<file path="src/rtl/audio_sample_sync.sv">
// Audio sample-rate generator and decimator: derives a sample-rate clock, reduces 18-bit
// core audio to 16-bit volume-scaled samples. Optional boxcar averaging under AUDIO_BOXCAR_EN.
module audio_sample_sync #(
    parameter int unsigned CLK_HZ      = 31500000,
    parameter int unsigned SAMPLE_RATE = 48000,
    parameter int unsigned AVG_LOG2    = 8
) (
    input  logic        clk,
    input  logic        reset_n,
    input  logic [17:0] audio_l,
    input  logic [17:0] audio_r,
    input  logic [1:0]  volume,
    output logic        clk_audio,
    output logic [15:0] sample_l,
    output logic [15:0] sample_r,
    output logic        sample_valid
);

    localparam int unsigned N     = CLK_HZ / SAMPLE_RATE;
    localparam int unsigned H     = N / 2;
    localparam int unsigned WIN   = 2 ** AVG_LOG2;
    localparam int unsigned CNT_W = (N > 1) ? $clog2(N) : 1;
    localparam int unsigned ACC_W = 18 + AVG_LOG2;

    // The averaging window must close before the load point.
    generate
        if (WIN > H) begin : g_bad_cfg
            $error("audio_sample_sync: 2**AVG_LOG2 exceeds half the sample period");
        end
    endgenerate

    logic [CNT_W-1:0] cnt_q, cnt_d;
    logic             clk_audio_q, clk_audio_d;
    logic             valid_q, valid_d;
    logic [15:0]      sample_l_q, sample_l_d;
    logic [15:0]      sample_r_q, sample_r_d;
    logic [17:0]      avg_l, avg_r;
    logic             load_c;

    function automatic logic [15:0] apply_volume(input logic [15:0] base, input logic [1:0] vol);
        case (vol)
            2'd0:    return 16'h0000;
            2'd1:    return {{2{base[15]}}, base[15:2]};
            2'd2:    return {base[15], base[15:1]};
            default: return base;
        endcase
    endfunction

    assign load_c = (cnt_q == CNT_W'(H));

`ifdef AUDIO_BOXCAR_EN
    logic [ACC_W-1:0] acc_l_q, acc_l_d, acc_r_q, acc_r_d;
    logic [ACC_W-1:0] ext_l, ext_r;
    logic             unused_acc;

    assign ext_l = {{AVG_LOG2{audio_l[17]}}, audio_l};
    assign ext_r = {{AVG_LOG2{audio_r[17]}}, audio_r};

    // Window restarts on cnt==0 so nothing carries from the previous period.
    always_comb begin
        acc_l_d = acc_l_q;
        acc_r_d = acc_r_q;
        if (cnt_q < CNT_W'(WIN)) begin
            if (cnt_q == '0) begin
                acc_l_d = ext_l;
                acc_r_d = ext_r;
            end else begin
                acc_l_d = acc_l_q + ext_l;
                acc_r_d = acc_r_q + ext_r;
            end
        end
    end

    assign avg_l      = acc_l_q[ACC_W-1:AVG_LOG2];
    assign avg_r      = acc_r_q[ACC_W-1:AVG_LOG2];
    assign unused_acc = ^{acc_l_q[AVG_LOG2-1:0], acc_r_q[AVG_LOG2-1:0]};
`else
    assign avg_l = audio_l;
    assign avg_r = audio_r;
`endif

    logic unused_avg;
    assign unused_avg = ^{avg_l[1:0], avg_r[1:0]};

    always_comb begin
        cnt_d       = (cnt_q == CNT_W'(N - 1)) ? '0 : cnt_q + CNT_W'(1);
        clk_audio_d = (cnt_q < CNT_W'(H));
        valid_d     = load_c;
        sample_l_d  = sample_l_q;
        sample_r_d  = sample_r_q;
        if (load_c) begin
            sample_l_d = apply_volume(avg_l[17:2], volume);
            sample_r_d = apply_volume(avg_r[17:2], volume);
        end
    end

    always_ff @(posedge clk) begin
        if (!reset_n) begin
            cnt_q       <= '0;
            clk_audio_q <= 1'b0;
            valid_q     <= 1'b0;
            sample_l_q  <= '0;
            sample_r_q  <= '0;
`ifdef AUDIO_BOXCAR_EN
            acc_l_q     <= '0;
            acc_r_q     <= '0;
`endif
        end else begin
            cnt_q       <= cnt_d;
            clk_audio_q <= clk_audio_d;
            valid_q     <= valid_d;
            sample_l_q  <= sample_l_d;
            sample_r_q  <= sample_r_d;
`ifdef AUDIO_BOXCAR_EN
            acc_l_q     <= acc_l_d;
            acc_r_q     <= acc_r_d;
`endif
        end
    end

    assign clk_audio    = clk_audio_q;
    assign sample_valid = valid_q;
    assign sample_l     = sample_l_q;
    assign sample_r     = sample_r_q;

endmodule

</file>
<file path="config.mk">
export PLATFORM = sky130hd
export DESIGN_NAME = audio_sample_sync
export DESIGN_NICKNAME = d
export VERILOG_FILES = /design/src/rtl/audio_sample_sync.sv
export SDC_FILE = /design/constraint.sdc
export NUM_CORES = 1
export LEC_CHECK = 0
export ABC_AREA = 1
export CORE_MARGIN = 2
export CORE_UTILIZATION = 45
export CTS_BUF_LIST = sky130_fd_sc_hd__clkbuf_4 sky130_fd_sc_hd__clkbuf_8
export DETAILED_ROUTE_END_ITERATION = 8
export GPL_TIMING_DRIVEN = 0
export PLACE_DENSITY_LB_ADDON = 0.05
export SETUP_SLACK_MARGIN = 0.4
export SYNTH_ARGS = -nofsm -noshare
export SYNTH_HDL_FRONTEND = slang
export SYNTH_SLANG_ARGS = --single-unit
</file>
<file path="constraint.sdc">
create_clock -name clk -period 1.55 [get_ports clk]
set_input_delay 0.31 -clock clk [delete_from_list [all_inputs] [get_ports clk]]
set_output_delay 0.31 -clock clk [all_outputs]
set_load 0.01 [all_outputs]
</file>
Word-level counts from Yosys, hierarchy flattened:

Index checks and enable logic that the tools add are counted.

* $add $sub $neg: 1
* mux-type cells: 2
* bitwise operators: 1
* magnitude comparators: 1
* equality and inequality tests: 4
* reductions and logical operators: 2

Operators by type and width (number)
* case mux 16 bit (3 select lines): 2
* adder 10 x 1 -> 10 bit, second input constant: 1
* equality test 10 bit, second input constant: 1
* equality test 10 x 9 -> 1 bit, second input constant: 1
* less-than comparator 10 x 9 -> 1 bit, second input constant: 1
* equality test 2 x 1 -> 1 bit, second input constant: 1
* equality test 2 bit, second input constant: 1
* zero test 2 bit: 1
* OR reduction 2 bit: 1
* NOT 1 bit: 1

* logic and storage cells: 16
* bits in registers: 44

Logic depth before layout (Yosys ltp):

* depth after elaboration: 2
* mapped depth: 9
* gate-level depth less buffers: 8

Worst setup path before layout:

Ideal clock, no wire load.

* path kind: register to register
* start point: register cnt_q[0]
* end point: register sample_l_q[15], in the netlist sample_l[15]
* data arrival time: 1.108 ns
* cell stages (with the launch flop): 9
* required time: 1.427 ns
* path buffers: 1
* setup slack: 0.319 ns
* clock period less this slack: 1.231 ns
* cells stage by stage: dfxtp_1 -> inv_1 -> ha_1 -> nand3_1 -> nor2_1 -> nand2_2 -> buf_6 -> nand3_1 -> o21ai_0

* cells in the longest elaborated chain, start to end: 1

RTL lines
* start, declared: RTL line 32 `logic [CNT_W-1:0] cnt_q, cnt_d;`
* start signal, assigned: RTL line 109 `cnt_q <= cnt_d;`
* equality test 10 x 9 -> 1 bit: RTL line 49 `assign load_c = (cnt_q == CNT_W'(H));`
* end signal, assigned: RTL line 112 `sample_l_q <= sample_l_d;`
* end, declared: RTL line 35 `logic [15:0] sample_l_q, sample_l_d;`

Every way passes these cells.
A chain may end at the register's enable or synchronous reset.

Worst setup path in the final report:

* start point: register cnt_q[5]
* end point: register sample_l_q[2], in the netlist sample_l[2]

The elaborated chain is that of the path after synthesis.

==> run_results.csv <==
group,metric,value,unit
grt,grt_start_max_net_pins,14,
grt,antenna_found_initial,0,
setup_path,crit_arrival,1.55,ns
placement,gp_congestion,0.841,
route,avgViaCountPerCell,4.93,
finish,layout_commonest_cell,"nand2_1",
setup_path,r2r-start,"cnt_q[5]$_SDFF_PP0_",
synth,synthMuxAreaShare,0,%
route,num_vias,2846,
synth,synth_area,0.00243,mm^2
hold_path,min_from,"reset_n",
finish,nets,548,
hold_path,hp-class,"in2reg",
sta,fmax,0.758,GHz
route,ant_nets,0,
clock_network,clock-sinks,44,
sta,skew,0.00775,ns
finish,utilization,71.0,%
die,io_pins,74,
setup_path,start_kind,"flip-flop",
clock_network,clock_latency,0.31,ns
placement,dpl_worst_slack,-0.250,ns
synth,synth-seq-area-share,36.3,%
setup_path,path_class,"reg2reg",
die,rows,26,
setup_path,rr_worst_depth,8,
placement,port_buffers,68,
setup_path,crit_path_max_fanout,10,
finish,final.fill_count,473,
synth,synthSimpleGateAreaFrac,48.3,%
sta,worst_slack,0.231,ns
die,dieWidth,77.4,um
clock_network,clkTransAtPathRegs,0.09,ns
synth,netlist_instances,412,
route,drt-wirelength-per-cell,13.0,um
sta,hold_violations,0,
route,drt_iter0_markers,204,
sta,rsz0062_at_grt,"yes",
setup_path,cp.required,1.78,ns
synth,avgSynthCellArea,5.89,um^2
finish,diodes,0,
sta,slew_violations,0,
clock_network,cts_buffer_depth,2,
die,start_util,47.2,%
sta,tns,0,ns
route,wl,7520,um
route,dr.pass1.iters,5,
sta,period_share,85.1,%
setup_path,critPathCaptureType,"flip-flop",
power,power.leakage,0.00185,uW
synth,syn_nets,454,
sta,worstMarginPinSlew,0.471,ns
setup_path,crit_start,"cnt_q[5]$_SDFF_PP0_",
finish,final_cell_mix,"159 x nand2_1, 45 x nor2_1, 42 x inv_1, 38 x nand3_1, 37 x dfxtp_2",
clock_network,cts-root-buf,"clkbuf_8",
hold_path,holdPathStages,3,
finish,drive_gt1_share,33.3,%
sta,setup_viol_count_final,0,
die,die_h,77.4,um
sta,slew_headroom,68.6,%
synth,synth_xor_area_share,1.44,%
clock_network,cts_made_buffers,5,
power,power_density,632,mW/mm^2
grt,overflow,0,
die,die_area,0.00599,mm^2
clock_network,htreeDepth,2,
synth,synth_compound_area_share,1.65,%
grt,track_usage,24.3,%
grt,grt_pass1_wl,11900,um
sta,period_minus_slack,1.32,ns
route,remaining_drc_errors,0,
synth,synthAdderAreaFrac,1.03,%
synth,synth_top_family_by_area,"simple AND/OR/NAND/NOR gates",
synth,synth_seq_cells,44,
finish,synthToLayoutAreaGrowth,50.4,%
grt,grt_pass1_vias,2607,
status,status,"finished, final reports clean",
sta,whs,0.438,ns
synth,yosys_warnings,0,
run,drv_cap,0,
die,coreArea,0.00514,mm^2
clock_network,cts_tree,"built",
placement,hpwl,4620,um
synth,synth_cell_types,19,
power,peakVddDrop,0.476,mV
==> timing repair <==
| item | in CTS | in global routing |
|---|---|---|
| buffers inserted | 7 | 7 |
| resized for setup | 219 | 49 |
| pin swaps | 8 | 11 |
| cloned | 5 | 0 |
| setup endpoints to repair | 75 | 49 |
| hold endpoints to repair | 0 | 0 |
| hold buffers | 0 | 0 |
==> per-stage QoR <==
| step | cell area, um^2 | power, uW | cells |
|---|---|---|---|
| 2_1_floorplan | 2450 | 1310 | 412 |
| 5_1_grt | 3650 | 2420 | 577 |
| 6_report | 3650 | 2310 | 577 |
| 4_1_cts | 3480 | 2280 | 570 |
| 3_5_place_dp | 3220 | 1460 | 550 |
| 3_3_place_gp | 3220 | 1460 | 550 |
==> metal layers <==
metal | track usage (%) | vias to the layer above | wire length (um)
met5 | 0 | - | 0
met4 | 8.04 | 0 | 124
met3 | 6.05 | 15 | 483
met2 | 40.1 | 109 | 3740
met1 | 31.1 | 1298 | 3170
li1 | - | 1424 | -
==> logic make-up after synthesis <==
family | count (synthesis)
adders and majority gates | 2
buffers and inverters | 63
DFF | 44
and+or+nand+nor | 291
xor gates and xnor gates | 4
AOI/OAI and AO/OA | 8
==> worst max-delay path, cell delays in order, from the launching register on <==
cell,delay (ns)
dfxtp_1,0.35
inv_1,0.17
nand2_4,0.10
nor2_4,0.14
nand2_4,0.11
buf_8,0.16
nand2_1,0.05
nand2_1,0.05
nor2_1,0.12
==> synthesized netlist by cell type <==
library cell	instances	area, um^2
buf_2	11	55.1
clkbuf_1	4	15.0
xor2_1	3	26.3
o21ai_0	4	20.0
nor2_4	1	11.3
buf_6	3	33.8
ha_1	2	25.0
nor2_1	78	293
nand4_1	1	6.26
nand2_2	1	6.26
nand2_1	167	627
nand3b_1	1	7.51
nor3_4	1	16.3
inv_2	1	3.75
xnor2_1	1	8.76
inv_1	44	165
nand3_1	41	205
a21oi_1	4	20.0
dfxtp_1	44	881
==> final timing paths <==
check	slack [ns]	to
min	0.44	sample_l[15]$_SDFFE_PN0P_
max reg2reg	0.23	sample_l[2]$_SDFFE_PN0P_
min reg2reg	0.48	sample_l[15]$_SDFFE_PN0P_
max	0.23	sample_l[2]$_SDFFE_PN0P_
==> layout make-up <==
| type | instances | area (um^2) | share of cell area (%) |
|---|---|---|---|
| plain buffers | 18 | 140 | 3.84 |
| clock buffers | 7 | 90.1 | 2.47 |
| clock inverters | 1 | 7.51 | 0.206 |
| inverters | 45 | 169 | 4.63 |
| multi-input cells | 306 | 1560 | 42.6 |
| flip-flops and latches | 44 | 931 | 25.5 |
| well taps | 70 | 87.6 | 2.40 |
| repair buffers | 86 | 669 | 18.3 |
==> power by group <==
part           internal (uW)  leakage [uW]  switching, uW
clock network            380     0.0000479            417
registers               1140      0.000375           9.91
logic                    170       0.00143            195
==> state kept, by name, summed over array words and instances (netlist names) <==
| signal | count |
|---|---|
| sample_r | 16 |
| cnt_q | 10 |
| clk_audio | 1 |
| sample_valid | 1 |
| sample_l | 16 |
Power figures use the tool's default switching activity.
